File: src/rtl/lvds_out_pattern_tx.sv
// lvds_out_pattern_tx
// Drives a test square wave onto the four LVDS control outputs, alternating
// between channel group 0 (im_upr_cont_out / izp_upr_cont_out) and group 1
// (di_1_out / izp_1_out), with an idle gap between groups. The active group
// and group boundaries are published so the input checker samples the
// matching pair.
//
// Optional build macro: LVDS_TX_PRBS_EN
//   defined   - di_1_out carries bit 0 of a PRBS7 (x^7+x^6+1) during group 1
//   undefined - di_1_out carries the test clock like every other line
//
// Structure: a sequencer stage (_p0) holding state, prescaler, test clock and
// counters, followed by a registered output stage, so every output is one
// clock behind the sequencer.
module lvds_out_pattern_tx #(
    parameter int HALF_PERIOD       = 50,
    parameter int PERIODS_PER_GROUP = 8,
    parameter int GAP_PERIODS       = 2
) (
    input  logic        clk_100Mz,
    input  logic        rst,
    input  logic        enable,
    output logic        im_upr_cont_out,
    output logic        izp_upr_cont_out,
    output logic        di_1_out,
    output logic        izp_1_out,
    output logic        choose_channel,
    output logic        group_valid,
    output logic        group_done,
    output logic [15:0] cycle_count
);

    localparam int GAP_LEN = GAP_PERIODS * 2 * HALF_PERIOD;
    localparam int PRESC_W = (HALF_PERIOD > 1) ? $clog2(HALF_PERIOD) : 1;
    localparam int PER_W   = $clog2(PERIODS_PER_GROUP + 1);
    localparam int GAP_W   = (GAP_LEN > 1) ? $clog2(GAP_LEN) : 1;

    localparam logic [PRESC_W-1:0] PRESC_LAST = PRESC_W'(HALF_PERIOD - 1);
    localparam logic [PER_W-1:0]   PER_LAST   = PER_W'(PERIODS_PER_GROUP);
    localparam logic [GAP_W-1:0]   GAP_LAST   = GAP_W'(GAP_LEN - 1);

    typedef enum logic [1:0] {
        IDLE  = 2'd0,
        DRIVE = 2'd1,
        GAP   = 2'd2
    } state_t;

    // Sequencer stage
    state_t             state_p0,   state_nxt;
    logic [PRESC_W-1:0] presc_p0,   presc_nxt;
    logic               tclk_p0,    tclk_nxt;
    logic [PER_W-1:0]   per_cnt_p0, per_cnt_nxt;
    logic [GAP_W-1:0]   gap_cnt_p0, gap_cnt_nxt;
    logic               chan_p0,    chan_nxt;

    logic presc_end;
    logic gap_first;
    logic grp1_line_a;

    assign presc_end = (presc_p0 == PRESC_LAST);
    assign gap_first = (state_p0 == GAP) && (gap_cnt_p0 == '0);

    // Sequencer registers; reset always returns to IDLE with group 0 next
    always_ff @(posedge clk_100Mz) begin
        if (rst) begin
            state_p0   <= IDLE;
            presc_p0   <= '0;
            tclk_p0    <= 1'b0;
            per_cnt_p0 <= '0;
            gap_cnt_p0 <= '0;
            chan_p0    <= 1'b0;
        end else begin
            state_p0   <= state_nxt;
            presc_p0   <= presc_nxt;
            tclk_p0    <= tclk_nxt;
            per_cnt_p0 <= per_cnt_nxt;
            gap_cnt_p0 <= gap_cnt_nxt;
            chan_p0    <= chan_nxt;
        end
    end

    // Next-state logic: prescaler, test clock, period and gap counting
    always_comb begin
        state_nxt   = state_p0;
        presc_nxt   = presc_p0;
        tclk_nxt    = tclk_p0;
        per_cnt_nxt = per_cnt_p0;
        gap_cnt_nxt = gap_cnt_p0;
        chan_nxt    = chan_p0;

        case (state_p0)
            IDLE: begin
                presc_nxt   = '0;
                per_cnt_nxt = '0;
                gap_cnt_nxt = '0;
                tclk_nxt    = 1'b0;
                if (enable) begin
                    state_nxt = DRIVE;
                    tclk_nxt  = 1'b1;
                end
            end

            DRIVE: begin
                if (presc_end) begin
                    presc_nxt = '0;
                    if (tclk_p0) begin
                        // Falling transition closes one more period
                        tclk_nxt    = 1'b0;
                        per_cnt_nxt = per_cnt_p0 + 1'b1;
                    end else if (per_cnt_p0 == PER_LAST) begin
                        // Low phase of the last period is over: leave for the
                        // gap instead of starting another high phase
                        state_nxt   = GAP;
                        per_cnt_nxt = '0;
                        gap_cnt_nxt = '0;
                    end else begin
                        tclk_nxt = 1'b1;
                    end
                end else begin
                    presc_nxt = presc_p0 + 1'b1;
                end
            end

            GAP: begin
                presc_nxt = '0;
                tclk_nxt  = 1'b0;
                if (gap_cnt_p0 == GAP_LAST) begin
                    // enable is only looked at here; a drop during DRIVE lets
                    // the group and its gap run to completion
                    gap_cnt_nxt = '0;
                    chan_nxt    = ~chan_p0;
                    if (enable) begin
                        state_nxt = DRIVE;
                        tclk_nxt  = 1'b1;
                    end else begin
                        state_nxt = IDLE;
                    end
                end else begin
                    gap_cnt_nxt = gap_cnt_p0 + 1'b1;
                end
            end

            default: begin
                state_nxt   = IDLE;
                presc_nxt   = '0;
                tclk_nxt    = 1'b0;
                per_cnt_nxt = '0;
                gap_cnt_nxt = '0;
            end
        endcase
    end

`ifdef LVDS_TX_PRBS_EN
    logic [6:0] prbs_p0;
    logic       prbs_step;

    // Advance on every rising test-clock transition of a group-1 DRIVE,
    // including the transition that enters DRIVE
    assign prbs_step = tclk_nxt && !tclk_p0 && (state_nxt == DRIVE) && chan_nxt;

    // PRBS7 x^7+x^6+1, shifting left with feedback into bit 0; seeded only by rst
    always_ff @(posedge clk_100Mz) begin
        if (rst) begin
            prbs_p0 <= 7'h7F;
        end else if (prbs_step) begin
            prbs_p0 <= {prbs_p0[5:0], prbs_p0[6] ^ prbs_p0[5]};
        end
    end

    assign grp1_line_a = prbs_p0[0];
`else
    assign grp1_line_a = tclk_p0;
`endif

    // Output stage: register every output from the sequencer state
    always_ff @(posedge clk_100Mz) begin
        if (rst) begin
            im_upr_cont_out  <= 1'b0;
            izp_upr_cont_out <= 1'b0;
            di_1_out         <= 1'b0;
            izp_1_out        <= 1'b0;
            choose_channel   <= 1'b0;
            group_valid      <= 1'b0;
            group_done       <= 1'b0;
            cycle_count      <= 16'd0;
        end else begin
            im_upr_cont_out  <= (state_p0 == DRIVE) && !chan_p0 && tclk_p0;
            izp_upr_cont_out <= (state_p0 == DRIVE) && !chan_p0 && tclk_p0;
            di_1_out         <= (state_p0 == DRIVE) &&  chan_p0 && grp1_line_a;
            izp_1_out        <= (state_p0 == DRIVE) &&  chan_p0 && tclk_p0;
            choose_channel   <= chan_p0;
            group_valid      <= (state_p0 == DRIVE);
            group_done       <= gap_first;
            // A full cycle is counted when group 1 finishes; wraps naturally
            if (gap_first && chan_p0) begin
                cycle_count <= cycle_count + 16'd1;
            end
        end
    end

endmodule

File: config.mk
export PLATFORM = sky130hd
export DESIGN_NAME = lvds_out_pattern_tx
export DESIGN_NICKNAME = d
export VERILOG_FILES = /design/src/rtl/lvds_out_pattern_tx.sv
export SDC_FILE = /design/constraint.sdc
export NUM_CORES = 1
export LEC_CHECK = 0
export CORE_MARGIN = 8
export CORE_UTILIZATION = 33
export CTS_BUF_LIST = sky130_fd_sc_hd__clkbuf_4 sky130_fd_sc_hd__clkbuf_8
export DETAILED_ROUTE_END_ITERATION = 8
export PLACE_DENSITY = 0.54
export SLEW_MARGIN = 20
export SYNTH_ARGS = -nofsm -noshare
export SYNTH_HDL_FRONTEND = slang
export SYNTH_SLANG_ARGS = --single-unit
File: constraint.sdc
create_clock -name clk_100Mz -period 2.76 [get_ports clk_100Mz]
set_input_delay 0.414 -clock clk_100Mz [delete_from_list [all_inputs] [get_ports clk_100Mz]]
set_output_delay 0.414 -clock clk_100Mz [all_outputs]
set_load 0.03 [all_outputs]
==> results.yml <==
timing:
  layout_setup_ws_ns: 0.8363
  hold_viol_final: 0
  finalCritPeriodShare: 0.6970
  max_freq_ghz: 0.5198
  tightest_slew_ns: 0.4569
  clock_skew_ns: 0.01010
  rsz0062_at_grt: "false"
  slew_headroom: 0.6954
  tns_ns: 0
  setup_viol: 0
  slew_viol_final: 0
  period_needed_ns: 1.924
grt:
  busiest_layer: "met2"
  grtUsageMet3: 0.02886
  antenna_found_initial: 0
  grt-ovfl-total: 0
  grt_first_pass_wirelength_um: 7921
  grt_start_max_net_pins: 33
  met1_usage: 0.1317
  grtUsageTotal: 0.1057
  grtUsageMet2: 0.1725
  grt_pass1_vias: 1687
place:
  io_buffers: 25
  gp_congestion: 0.7422
  postPlaceCellArea_um2: 2424
  place_worst_setup_slack_ns: 0.8534
  hpwl_um: 3327
route:
  ant_nets: 0
  wire_per_inst_um: 13.38
  viasPerCell: 5.284
  firstDrtPassIters: 4
  drt_iter0_markers: 59
  routed-via-count: 1802
  wl_um: 4563
  drc: 0
synthesis:
  yosys.area.top_type: "dfxtp_1"
  synthTopCellsByArea: "dfxtp_1 (40%), a21oi_1 (4.5%), ha_1 (4.1%), nor2_1 (4.1%), or3_1 (3.8%)"
  ys_warn_count: 0
  yosys.area.top_type_share: 0.4040
  syn_nets: 251
  synth-seq-cells: 43
  synth_edf_count: 0
  ys.flop_type: "dfxtp_1"
  synth_area_um2: 2131
  synth.distinct_cells: 47
  synth_seq_area_share: 0.4040
  yosys-top-cells-count: "dfxtp_1 (43), nor2_1 (23), a21oi_1 (19)"
  post-synth-top-count-cell: "dfxtp_1"
  synth_area_per_cell_um2: 8.841
  async_flop_share: 0
  synthCells: 241
critical_path:
  r2r_start: "gap_cnt_p0[0]$_SDFFE_PP0P_"
  slowest_stage: "dfxtp_1"
  worst-setup-path-type: "reg -> reg"
  required_ns: 2.95
  crit_family: "simple AND/OR/NAND/NOR gates"
  critPathLaunch: "gap_cnt_p0[0]$_SDFFE_PP0P_"
  worstPathCellList: "inv_1, ha_1, nor4b_2, nand4_1, nor3_1, mux2_2"
  startpoint_type: "register"
  slowest_delay_ns: 0.35
  crit_path_end_kind: "register"
  reg2reg_depth: 6
  path_buf_inv: 1
  critPathMaxFanout: 9
  critical_path.endpoint: "cycle_count[14]$_SDFFE_PP0P_"
  rr_endpoint: "cycle_count[14]$_SDFFE_PP0P_"
  crit_cells: 6
  rrSetupSlack_ns: 0.84
  cp.arrival_ns: 2.12
floorplan:
  core_um2: 6314
  die_w_um: 96.36
  rows: 29
  io_pins: 26
  initial_utilization: 0.3375
  die_area_um2: 9284
  die_h_um: 96.36
clocking:
  cts_buffers: 5
  postCtsResizedCells: 0
  clkTransAtPathRegs_ns: 0.09
  cts.path.max_buffers: 2
  post-cts-setup-buffers: 0
  clock-sinks: 43
  cts_tree: "yes"
  cts_root_buffer: "clkbuf_8"
  cts.hold.buffers_added: 0
  clkLatencyLatePin_ns: 0.29
  cts_htree_levels: 2
power_and_ir_drop:
  leakage_nw: 0.8204
  ir_drop_mv: 0.2270
  powerDensity_nw_per_um2: 508.4
min_path:
  hold_depth: 1
  hold_class: "reg -> reg"
finish:
  num-fill-cells: 647
  syn_to_final_growth_pct: 18.73
  finish.utilization: 0.4007
  diodes: 0
  drive_gt1_frac: 0.07197
  design_area_um2: 2530
  nNetsFinal: 274
status:
  status: "complete, no violations"
run:
  cap_viol_max_count: 0
worst register-to-register path, delay by kind of cell (launching register included):
family,cells,cell delay (ns)
buffers and inverters,1,0.10
DFF,1,0.35
adders and majority gates,1,0.16
muxes,1,0.35
and+or+nand+nor,3,0.87
flip-flops by register name (all words and copies together), names as in the netlist:
name,flops
chan_p0,1
choose_channel,1
cycle_count,16
gap_cnt_p0,8
group_done,1
group_valid,1
grp1_line_a,1
izp_1_out,1
izp_upr_cont_out,1
per_cnt_p0,4
presc_p0,6
state_p0,2
placed cells by master, fill, tap and decap left out, types with 2 or more instances in the layout:
cell type        instances
a211oi_1                 3
a21oi_1                 19
and3_1                   2
and4_1                   3
and4b_1                  2
clkbuf_8                 5
clkdlybuf4s50_1         25
dfxtp_1                 43
ha_1                     7
inv_1                   11
mux2_2                   4
mux2i_1                  2
nand2_1                 10
nand2b_1                 3
nand3_1                 11
nand4_1                  7
nor2_1                  23
nor2b_1                  5
nor3_1                   5
nor4_1                   2
o21ai_0                 13
o31ai_1                  8
o32ai_1                  2
or3_1                   13
or4_1                    8
xnor2_1                  4
xor2_1                   3
worst min-delay path by stage:
| stage | start | to | slack [ns] |
|---|---|---|---|
| 3_3_place_gp | presc_p0[0]$_SDFF_PP0_ | presc_p0[0]$_SDFF_PP0_ | 0.45 |
| 3_5_place_dp | presc_p0[0]$_SDFF_PP0_ | presc_p0[0]$_SDFF_PP0_ | 0.46 |
| 4_1_cts | presc_p0[0]$_SDFF_PP0_ | presc_p0[0]$_SDFF_PP0_ | 0.48 |
| 5_1_grt | presc_p0[0]$_SDFF_PP0_ | presc_p0[0]$_SDFF_PP0_ | 0.50 |
| 2_1_floorplan | presc_p0[0]$_SDFF_PP0_ | presc_p0[0]$_SDFF_PP0_ | 0.43 |
| 6_report | presc_p0[0]$_SDFF_PP0_ | presc_p0[0]$_SDFF_PP0_ | 0.47 |
per-stage QoR:
| step | hold slack (ns) | power [mW] | instances |
|---|---|---|---|
| 6_report | 0.4728 | 1.286 | 341 |
| 5_1_grt | 0.5001 | 1.347 | 341 |
| 4_1_cts | 0.4811 | 1.301 | 341 |
| 2_1_floorplan | 0.4334 | 0.7791 | 241 |
| 3_5_place_dp | 0.4628 | 0.8113 | 334 |
| 3_3_place_gp | 0.4525 | 0.8104 | 334 |
cell families (layout without fill, tap and decap cells):
family,after synthesis,count (layout),synth area share
buffers and inverters,21,44,0.04815
AOI/OAI and AO/OA,53,53,0.1574
muxes,6,6,0.03053
DFF,43,43,0.4040
xor gates and xnor gates,7,7,0.02877
adders and majority gates,7,7,0.04110
and+or+nand+nor,104,104,0.2901
routing by layer:
metal,wire length (um),vias to the layer above
met4,42,0
met3,239,4
met5,0,-
met2,2080,25
met1,2200,844
li1,-,929
cell type report:
type	count	area (um^2)	share of cell area
sequential	43	860.8	0.3403
inverter	11	41.29	0.01632
clock inverter	1	30.03	0.01187
tap	77	96.34	0.03808
multi-input combinational	177	1167	0.4614
clock buffer	6	76.32	0.03017
timing repair buffer	26	257.7	0.1019
power by group:
group	internal, mW	leakage [nW]	switching, mW	total, mW
registers	0.634	0.347	0.0163	0.651
clock network	0.275	0.0547	0.213	0.489
logic	0.0544	0.418	0.0924	0.147
total	0.964	0.820	0.322	1.29
Power figures use the tool's default switching activity.
